`src/rtl/modulo_pkg.sv`:
```
// Shared types and defaults for the SECDED syndrome comparator / error locator.
package modulo_pkg;

    localparam int SYN_W = 4;
    localparam int CNT_W = 8;

    typedef enum logic [1:0] {
        ERR_NONE,
        ERR_SINGLE,
        ERR_DOUBLE
    } err_class_t;

    // Overall parity set means an odd number of flipped bits, so the error is locatable.
    function automatic err_class_t classify(input logic [SYN_W-1:0] d);
        if (d == '0)
            return ERR_NONE;
        else if (d[SYN_W-1])
            return ERR_SINGLE;
        else
            return ERR_DOUBLE;
    endfunction

endpackage

```
`src/rtl/syn_classify.sv`:
```
// Combinational classifier: error class plus one-hot location of a single error.
module syn_classify
    import modulo_pkg::*;
#(
    parameter int SYN_W = modulo_pkg::SYN_W
) (
    input  logic [SYN_W-1:0]          d,
    output err_class_t                err_class,
    output logic [2**(SYN_W-1)-1:0]   pos_onehot
);

    always_comb begin
        err_class  = classify(d);
        pos_onehot = '0;
        if (err_class == ERR_SINGLE)
            pos_onehot[d[SYN_W-2:0]] = 1'b1;
    end

endmodule

```
`src/rtl/modulo_03.sv`:
```
// Syndrome comparator and error locator with registered outputs and saturating statistics.
module modulo_03
    import modulo_pkg::*;
#(
    parameter int SYN_W = modulo_pkg::SYN_W,
    parameter int CNT_W = modulo_pkg::CNT_W
) (
    input  logic                      clk,
    input  logic                      rst_n,
    input  logic                      valid_in,
    input  logic [SYN_W-1:0]          sindrome_ref,
    input  logic [SYN_W-1:0]          sindrome_detec,
    output logic                      valid_out,
    output logic [SYN_W-1:0]          pos_error,
    output logic [2**(SYN_W-1)-1:0]   pos_onehot,
    output logic                      no_error,
    output logic                      single_error,
    output logic                      double_error,
    output logic [CNT_W-1:0]          single_cnt,
    output logic [CNT_W-1:0]          double_cnt
);

    logic [SYN_W-1:0]        syn_d;
    err_class_t              class_d;
    logic [2**(SYN_W-1)-1:0] onehot_d;

    logic                    valid_q;
    logic [SYN_W-1:0]        pos_q;
    logic [2**(SYN_W-1)-1:0] onehot_q;
    logic                    no_q, single_q, double_q;
    logic [CNT_W-1:0]        single_cnt_q, double_cnt_q;

    assign syn_d = sindrome_ref ^ sindrome_detec;

    syn_classify #(.SYN_W(SYN_W)) u_classify (
        .d          (syn_d),
        .err_class  (class_d),
        .pos_onehot (onehot_d)
    );

    always_ff @(posedge clk or negedge rst_n) begin
        if (!rst_n) begin
            valid_q      <= 1'b0;
            pos_q        <= '0;
            onehot_q     <= '0;
            no_q         <= 1'b0;
            single_q     <= 1'b0;
            double_q     <= 1'b0;
            single_cnt_q <= '0;
            double_cnt_q <= '0;
        end else begin
            valid_q <= valid_in;
            // Data and flags hold across idle cycles; only valid_out drops.
            if (valid_in) begin
                pos_q    <= syn_d;
                onehot_q <= onehot_d;
                no_q     <= (class_d == ERR_NONE);
                single_q <= (class_d == ERR_SINGLE);
                double_q <= (class_d == ERR_DOUBLE);
                if (class_d == ERR_SINGLE && single_cnt_q != '1)
                    single_cnt_q <= single_cnt_q + 1'b1;
                if (class_d == ERR_DOUBLE && double_cnt_q != '1)
                    double_cnt_q <= double_cnt_q + 1'b1;
            end
        end
    end

    assign valid_out    = valid_q;
    assign pos_error    = pos_q;
    assign pos_onehot   = onehot_q;
    assign no_error     = no_q;
    assign single_error = single_q;
    assign double_error = double_q;
    assign single_cnt   = single_cnt_q;
    assign double_cnt   = double_cnt_q;

endmodule

```
`config.mk`:
```
export PLATFORM = sky130hd
export DESIGN_NAME = modulo_03
export DESIGN_NICKNAME = d
export VERILOG_FILES = /design/src/rtl/modulo_pkg.sv /design/src/rtl/syn_classify.sv /design/src/rtl/modulo_03.sv
export SDC_FILE = /design/constraint.sdc
export NUM_CORES = 1
export LEC_CHECK = 0
export CAP_MARGIN = 20
export CORE_UTILIZATION = 35
export CTS_CLUSTER_DIAMETER = 100
export DETAILED_ROUTE_END_ITERATION = 8
export GPL_ROUTABILITY_DRIVEN = 0
export PLACE_DENSITY = 0.61
export SYNTH_ARGS = -nofsm -noshare
export SYNTH_HDL_FRONTEND = slang
export SYNTH_HIERARCHICAL = 1
export SYNTH_SLANG_ARGS = --single-unit
```
`constraint.sdc`:
```
create_clock -name clk -period 1.6 [get_ports clk]
set_input_delay 0.24 -clock clk [delete_from_list [all_inputs] [get_ports clk]]
set_output_delay 0.24 -clock clk [all_outputs]
set_load 0.005 [all_outputs]
```
## Word level (Yosys, flattened, before mapping)

Index checks and enable logic that the tools add are counted.

| word-level totals | value |
|---|---|
| bits in registers | 32 |
| input port bits | 11 |
| word-level logic and storage cells | 29 |

| operators by class | value |
|---|---|
| add/subtract/negate cells | 2 |
| $lt $le $gt $ge | 2 |
| eq/ne operators | 4 |
| multiplexer cells | 5 |
| bitwise gates (word level) | 1 |
| reduce and logical (&&, ||, !) cells | 7 |

Operators with widths:

| operator | count |
|---|---|
| 8-bit by 1-bit adder with 8-bit output (second input constant) | 2 |
| 8-bit inequality test (second input constant) | 2 |
| 8-bit 2-to-1 mux | 1 |
| 4-bit zero test | 1 |
| 3-bit by 4-bit less-than comparator with 1-bit output (second input constant) | 1 |
| 2-bit 2-to-1 mux | 2 |
| 2-bit AND reduction | 2 |
| 4-bit XOR | 1 |
| 1-bit demux with 3-bit select | 1 |
| 3-bit by 1-bit >= comparator with 1-bit output (second input constant) | 1 |
| 1-bit logical AND | 3 |
| 2-bit by 1-bit == test with 1-bit output (second input constant) | 1 |
| 2-bit == test (second input constant) | 1 |
| 2-bit zero test | 1 |
| 1-bit 2-to-1 mux | 1 |

## Longest topological paths before layout

Gate-level depths: netlist (run 1).

| logic depth | value |
|---|---|
| depth in word-level cells | 6 |
| mapped depth | 7 |

## Cells and area by module

The synthesis (run 1) kept the hierarchy.

Modules (own cells, without submodules):

| module | times used | cells each | area an instance (µm²) | sequential area each (µm²) |
|---|---|---|---|---|
| modulo_03 | 1 | 123 | 1450.1 | 800.8 |
| syn_classify | 1 | 16 | 86.3 | 0.0 |

## Worst setup path after synthesis (run 1)

OpenSTA, ideal clock, no wires.

| timing | value |
|---|---|
| path kind | input -> register |
| from | in sindrome_detec[2] |
| to | reg single_cnt_q[7] (netlist: single_cnt[7]) |
| library setup time | 0.128 ns |
| arrival | 1.606 ns |
| data required time | 1.472 ns |
| path slack | -0.133 ns |
| stages on the path | 6 |
| path buffers | 0 |
| cell sequence | xor2_1 > nor3_1 > nor2_1 > nand3b_2 > nor4_2 > mux2_1 |

| between the ends | value |
|---|---|
| cells in the longest elaborated chain, start to end | 6 |

RTL lines:

| element | line | text |
|---|---|---|
| start, declared | modulo_03.sv:12 | `input logic [SYN_W-1:0] sindrome_detec,` |
| 4-bit XOR | modulo_03.sv:33 | `assign syn_d = sindrome_ref ^ sindrome_detec;` |
| 4-bit zero test | modulo_pkg.sv:15 | `if (d == '0)` |
| 2-bit 2-to-1 mux | modulo_pkg.sv:15 |  |
| via class_d[1] | modulo_03.sv:24 | `err_class_t class_d;` |
| 2-bit by 1-bit == test with 1-bit output | modulo_03.sv:60 | `if (class_d == ERR_SINGLE && single_cnt_q != '1)` |
| 1-bit logical AND | modulo_03.sv:60 |  |
| 2-bit AND reduction (no line) | -- |  |
| end signal, assigned | modulo_03.sv:61 | `single_cnt_q <= single_cnt_q + 1'b1;` |
| end, declared | modulo_03.sv:31 | `logic [CNT_W-1:0] single_cnt_q, double_cnt_q;` |

The timed path passes the listed nets, and every way through them passes these cells.
A chain may end at the register's enable or synchronous reset.

## Final worst setup path (run 1)

| timing | value |
|---|---|
| from | in sindrome_detec[0] |
| to | reg onehot_q[5] (netlist: pos_onehot[5]) |

| between the ends | value |
|---|---|
| cells in the longest elaborated chain, start to end | 6 |

RTL lines:

| element | line | text |
|---|---|---|
| 4-bit XOR (*) | modulo_03.sv:33 |  |
| via syn_d[0] | modulo_03.sv:23 | `logic [SYN_W-1:0] syn_d;` |
| 3-bit by 4-bit less-than comparator with 1-bit output (implied by the code) / 3-bit by 1-bit >= comparator with 1-bit output (equally long branches) | syn_classify.sv:16 | `pos_onehot[d[SYN_W-2:0]] = 1'b1;` |
| 1-bit logical AND (implied by the code) | syn_classify.sv:16 |  |
| 1-bit 2-to-1 mux (implied by the code) | syn_classify.sv:16 |  |
| 1-bit demux with 3-bit select | -- |  |
| 8-bit 2-to-1 mux (*) | syn_classify.sv:15 | `if (err_class == ERR_SINGLE)` |
| via onehot_d[5] | modulo_03.sv:25 | `logic [2**(SYN_W-1)-1:0] onehot_d;` |
| end signal, assigned | modulo_03.sv:56 | `onehot_q <= onehot_d;` |
| end, declared | modulo_03.sv:29 | `logic [2**(SYN_W-1)-1:0] onehot_q;` |

The timed path passes the listed nets; every way through them passes the cells marked *.

==> flow_summary_export.csv, run 1 <==
group,metric,value,unit
run_status,outcome,"finished clean",
worst_setup_path,path_class,"in2reg",
worst_setup_path,reg2reg_depth,4,
grt,grt_pass1_wl,5680,um
clocking,cts_made_buffers,5,
worst_setup_path,critPathArrivalTime,1.74,ns
worst_setup_path,end_kind,"flop",
placement,io_buffers,42,
run,max-cap-violations,0,
worst_setup_path,r2r_setup_slack,0.08,ns
timing,layout_setup_ws,0.0333,ns
die,ioPinCount,43,
synth,synthArstFlopShare,1.00,
synth,synth_area,1540,um2
route,route.detailed.drc,0,
route,drt-vias-per-instance,5.05,
route,drt.antenna.violating_nets,0,
timing,finalCritPeriodShare,0.979,
synth,synthTopCellsByArea,"dfrtp_1 52%, mux2_2 6.6%, nor2_1 5.4%",
route,post_drt_wl_per_cell,12.9,um
pwr,powerDensity,1170,nW/um2
clocking,cts_tree,"yes",
timing,worst_pin_slew,0.395,ns
clocking,cts_root_buffer,"clkbuf_8",
die,start_util,0.373,
timing,final-hold-violation-count,0,
synth,syn_nets,152,
die,core,4120,um2
synth,yosys_most_used_dff,"dfrtp_1",
synth,yosysSeqAreaShare,0.521,
synth,synth_top_area_frac,0.521,
die,dieArea,4660,um2
synth,synthCells,139,
synth,synth_common_cells,"32 x dfrtp_1, 22 x nor2_1, 10 x nand2_1",
die,row_count,23,
timing,slew_viol_final,0,
placement,dp_slack,-0.617,ns
timing,slew_headroom,0.737,
worst_setup_path,crit_path_frequent_cell,"buf_4",
worst_setup_path,cp.depth,11,
synth,synthDistinctLibCells,33,
route,vias,1292,
route,routed_wl,3310,um
pwr,leakage,1.06,nW
final_layout,synthToLayoutAreaGrowth,52.7,%
worst_setup_path,r2r_end,"single_cnt[1]",
grt,grtUsageTotal,0.168,
synth,synth.most_common_cell,"dfrtp_1",
worst_setup_path,crit_chain,"clkdlybuf4s15_1, xor2_2, buf_4, buf_4, buf_4, buf_4, buf_4, buf_4, nand2_4, nor2_1, mux2_2",
final_layout,drive_gt1_frac,0.286,
worst_setup_path,crit_family,"buffers and inverters",
route,drt-initial-drc-count,49,
synth,synth_top_cell_by_area,"dfrtp_1",
route,drt-pass1-iter-count,4,
timing,final.setup.tns,0,ns
timing,hold_ws,0.342,ns
grt,grt_pass1_vias,1287,
pwr,ir_worst_vdd,0.485,mV
timing,clock_skew,0.00392,ns
timing,max_clock_freq,638,MHz
synth,ys_ff_latch,32,
worst_setup_path,path_max_fanout,4,
worst_setup_path,critPathSlowestCell,"mux2_2",
clocking,clock_latency,0.28,ns
worst_setup_path,startpoint_type,"input pin",
clocking,cts.sinks,32,
worst_setup_path,max_stage_delay,0.25,ns
synth,synth_edf_count,0,
grt,grt_max_degree,33,
final_layout,fin_cells,256,
die,die_w,68.3,um
clocking,clk_pin_slew,0.07,ns
min_path,min_path_type,"in2async",
final_layout,nNetsFinal,218,
synth,yosys_warnings,6,
die,fp.dieH,68.3,um
worst_setup_path,cp-startpoint,"sindrome_detec[0]",
timing,min_period,1.57,ns
clocking,clockBufferDepth,2,
worst_setup_path,endpoint,"pos_onehot[5]",
placement,dp_hpwl,2410,um
pwr,power,2.75,mW
clocking,htreeDepth,2,
timing,setup_viol,0,
worst_setup_path,reg2reg_from,"single_cnt[1]",
final_layout,diodes,0,
synth,syn_avg_cell_area,11.1,um2
grt,antenna_found_initial,0,
placement,placed_cells,240,
worst_setup_path,crit_required,1.77,ns
grt,grt_overflow_total,0,
worst_setup_path,path_buf_inv,7,
==> sequential cells by signal, summed over array words and instances (netlist names) <==
| signal | count |
|---|---|
| double_cnt | 8 |
| pos_onehot | 8 |
| single_cnt | 8 |
| pos_error | 4 |
| double_error | 1 |
| no_error | 1 |
| single_error | 1 |
| valid_out | 1 |
==> cell type report <==
type	instances	area, um2
clock buffer	5	68.8
sequential	32	802
fill	338	1770
tap	50	62.6
timing repair buffer	63	573
multi-input combinational	101	790
inverter	2	7.51
clock inverter	3	42.5
==> cells in the final DEF (no fill, tap or decap), types with 2 or more instances in the layout <==
| cell type | instances |
|---|---|
| clkdlybuf4s50_1 | 34 |
| dfrtp_1 | 31 |
| nor2_1 | 21 |
| buf_4 | 20 |
| nand2_1 | 10 |
| mux2_2 | 9 |
| a21oi_1 | 6 |
| clkbuf_8 | 5 |
| dlygate4sd2_1 | 5 |
| nor3_2 | 4 |
| and3_1 | 4 |
| xor2_2 | 3 |
| nand2b_1 | 3 |
| nand3_1 | 3 |
| a41oi_1 | 3 |
| a21o_1 | 3 |
| mux2_1 | 3 |
| xnor2_1 | 3 |
| nand4_1 | 3 |
| inv_1 | 2 |
| a211oi_1 | 2 |
| mux2_4 | 2 |
| o2111a_1 | 2 |
| ha_1 | 2 |
==> cell families (layout without fill, tap and decap cells) <==
kind of cell	after synthesis	after routing	synth area share
flops	32	32	0.521
buf+inv	6	73	0.0204
mux	14	14	0.103
xor+xnor	8	8	0.0456
fa+ha+maj	2	2	0.0163
simple gates	57	57	0.195
compound gates	20	20	0.0985
==> per-stage QoR <==
step	area, um2	util
final	2350	0.570
after global routing	2350	0.570
after CTS	2330	0.567
after detailed placement	2140	0.519
after global placement	2140	0.519
after floorplan	1580	-
==> report_power, final <==
| part | switching, mW | internal [mW] | leakage (nW) |
|---|---|---|---|
| Sequential | 0.179 | 0.966 | 0.411 |
| Combinational | 0.329 | 0.504 | 0.598 |
| Clock | 0.312 | 0.460 | 0.0541 |
==> layer usage <==
layer / share of wire / routed length (um) / vias to the layer above / GRT usage
met5: 0 / 0 / - / 0
met4: 0.015 / 48 / 0 / 0.0625
met3: 0.058 / 193 / 6 / 0.0683
met2: 0.48 / 1590 / 39 / 0.278
met1: 0.45 / 1470 / 623 / 0.192
li1: - / - / 624 / -
==> worst register-to-register path, stage by stage (launching register included) <==
cell,delay [ns]
dfrtp_1,0.42
ha_1,0.23
and3_1,0.24
a21o_1,0.20
mux2_1,0.32
==> worst min-delay path by stage <==
stage | endpoint | cells after the start | startpoint | slack [ns]
detailed placement | single_error | 1 | single_error | 0.48
finish | double_cnt[2] | 2 | rst_n | 0.34
CTS | double_cnt[2] | 2 | rst_n | 0.36
floorplan | double_cnt[0] | 0 | rst_n | -0.06
global placement | single_error | 1 | single_error | 0.47
global route | no_error | 2 | rst_n | 0.39
==> timing repair <==
item                       4_1_cts  5_1_grt
pin swaps                        7        2
resized for setup               16        7
setup buffers                    8        0
hold buffers                     0        0
setup endpoints to repair       15       16
Power figures use the tool's default switching activity.
==> run 2: changes to the inputs <==
- SYNTH_HIERARCHICAL: 1 -> not set
==> flow_summary_export.csv, run 2 <==
group,metric,value,unit
worst_setup_path,crit_family,"buffers and inverters",
placement,dp_hpwl,2490,um
die,row_count,23,
synth,syn_nets,147,
die,dieArea,4470,um2
synth,yosys_most_used_dff,"dfrtp_1",
worst_setup_path,critPathArrivalTime,1.25,ns
synth,synth.most_common_cell,"dfrtp_1",
worst_setup_path,startpoint_type,"flop",
run_status,outcome,"finished clean",
grt,grtUsageTotal,0.175,
final_layout,synthToLayoutAreaGrowth,50.0,%
worst_setup_path,crit_required,1.36,ns
placement,placed_cells,245,
placement,dp_slack,-0.465,ns
synth,ys_ff_latch,32,
route,drt-pass1-iter-count,4,
pwr,leakage,0.959,nW
timing,max_clock_freq,673,MHz
grt,grt_pass1_vias,1233,
final_layout,post-route-util,0.548,
clocking,holdBufCountCts,0,
clocking,cts_root_buffer,"clkbuf_8",
placement,io_buffers,42,
final_layout,seqCellArea,801,um2
synth,yosysSeqAreaShare,0.544,
synth,yosys_warnings,0,
timing,setup_viol,0,
timing,min_period,1.49,ns
synth,synth_area,1470,um2
min_path,min_path_type,"in2async",
synth,synth_top_cell_by_area,"dfrtp_1",
worst_setup_path,path_max_fanout,3,
route,route.detailed.drc,0,
grt,grt_max_degree,33,
final_layout,multi_input_area,632,um2
clocking,clockBufferDepth,2,
timing,final.setup.tns,0,ns
clocking,clock_latency,0.28,ns
final_layout,num-fill-cells,374,
placement,placed_cell_area,2110,um2
clocking,cts.sinks,32,
route,drt.antenna.violating_nets,0,
grt,grt_pass1_wl,5580,um
route,vias,1199,
clocking,cts_made_buffers,5,
synth,synthDistinctLibCells,28,
final_layout,final_cell_mix,"34 x clkdlybuf4s50_1, 32 x dfrtp_1, 24 x buf_4",
final_layout,fin_area,2210,um2
pwr,power,2.66,mW
clocking,htreeDepth,2,
synth,synth_top_area_frac,0.544,
timing,slew_headroom,0.734,
route,drt-initial-drc-count,66,
timing,rsz0062_at_grt,"false",
die,fp.dieH,66.9,um
synth,synthCells,134,
route,routed_wl,3310,um
synth,synth_common_cells,"32 x dfrtp_1, 14 x nand2_1, 12 x inv_1",
worst_setup_path,max_stage_delay,0.49,ns
final_layout,fin_cells,254,
final_layout,diodes,0,
worst_setup_path,path_buf_inv,2,
synth,synth_edf_count,0,
run,max-cap-violations,0,
pwr,p_switching,0.796,mW
final_layout,nNetsFinal,217,
grt,antenna_found_initial,0,
timing,finalCritPeriodShare,0.929,
grt,grt_overflow_total,0,
timing,worst_pin_slew,0.399,ns
die,core,4030,um2
clocking,clk_pin_slew,0.06,ns
worst_setup_path,crit_chain,"buf_4, clkdlybuf4s50_1",
die,die_w,66.9,um
pwr,ir_worst_vdd,0.778,mV
pwr,seqPwrFrac,0.437,
pwr,swShare,0.300,
worst_setup_path,critPathSlowestCell,"clkdlybuf4s50_1",
synth,synthArstFlopShare,1.00,
synth,syn_avg_cell_area,11.0,um2
pwr,comb_power_share,0.349,
pwr,p_clk_frac,0.214,
final_layout,drive_gt1_frac,0.216,
timing,layout_setup_ws,0.113,ns
clocking,cts_tree,"yes",
die,start_util,0.366,
timing,slew_viol_final,0,
synth,synthTopCellsByArea,"dfrtp_1 54%, mux2_2 4.6%, nand2_1 3.6%",
route,post_drt_wl_per_cell,13.0,um
route,drt-vias-per-instance,4.72,
pwr,internal-power,1.86,mW
final_layout,layout_commonest_cell,"clkdlybuf4s50_1",
timing,final-hold-violation-count,0,
die,ioPinCount,43,
timing,hold_ws,0.358,ns
worst_setup_path,end_kind,"output pin",
timing,clock_skew,0.00146,ns
pwr,powerDensity,1200,nW/um2
worst_setup_path,path_class,"reg2out",
run 2: changes by cell type after synthesis, moves of 4 or more:
cell     before  now
mux2_1        5    0
nand2_1      10   14
nor2_1       22    9
o22ai_1       0    8
inv_1         2   12
o21ai_0       0    4
run 2: worst paths after layout:
path,slack [ns],startpoint,depth (start not counted),to
worst max-delay path,0.11,single_cnt[4],2,single_cnt[4]
worst min-delay path,0.36,rst_n,2,double_cnt[1]
worst max register to register,0.12,double_cnt[0],6,double_cnt[0]
worst min register to register,0.49,single_error,1,single_error
max in group asynchronous,0.94,rst_n,2,single_cnt[5]
min in group clk,0.49,single_error,1,single_error
run 2: routing by layer:
layer | routed length, um | part of all wire | track usage
met1 | 1470 | 0.44 | 0.206
met2 | 1620 | 0.49 | 0.278
met3 | 169 | 0.051 | 0.0616
met4 | 55 | 0.017 | 0.0878
met5 | 0 | 0 | 0
run 2: final cells by class:
type	count	share of cell area
clock buffers	6	0.0329
repair buffers	66	0.267
well taps	50	0.0283
flip-flops and latches	32	0.363
inverters	12	0.0204
clock inverters	1	0.00227
multi-input cells	87	0.286
run 2: kinds of logic (layout without fill, tap and decap cells):
kind of cell | count (synthesis) | in the layout | synth area share
simple gates | 40 | 40 | 0.127
flops | 32 | 32 | 0.544
compound gates | 22 | 22 | 0.105
buf+inv | 15 | 85 | 0.0382
xor+xnor | 14 | 14 | 0.0986
mux | 9 | 9 | 0.0697
fa+ha+maj | 2 | 2 | 0.0170
run 2: worst register-to-register path, stage by stage (launching register included):
cell and delay, ns:
dfrtp_1 0.41, ha_1 0.22, nand4_1 0.14, nor2_1 0.25
nor2_2 0.07, buf_4 0.14, xor2_1 0.13
run 2: repair_timing:
| item | in CTS | in global routing |
|---|---|---|
| pin swaps | 5 | 0 |
| cloned | 0 | 0 |
| hold endpoints to repair | 0 | 0 |
| buffers inserted | 2 | 0 |
| setup endpoints to repair | 7 | 2 |
| gates resized for setup | 9 | 3 |
run 2: power by group through the flow:
stage / sequential [mW] / combinational [mW] / clock, mW
6_report: 1.16 / 0.926 / 0.569
5_1_grt: 1.19 / 1.03 / 0.630
4_1_cts: 1.16 / 0.933 / 0.592
3_5_place_dp: 1.17 / 0.927 / 0
3_3_place_gp: 1.16 / 0.905 / 0
2_1_floorplan: 1.17 / 0.340 / 0
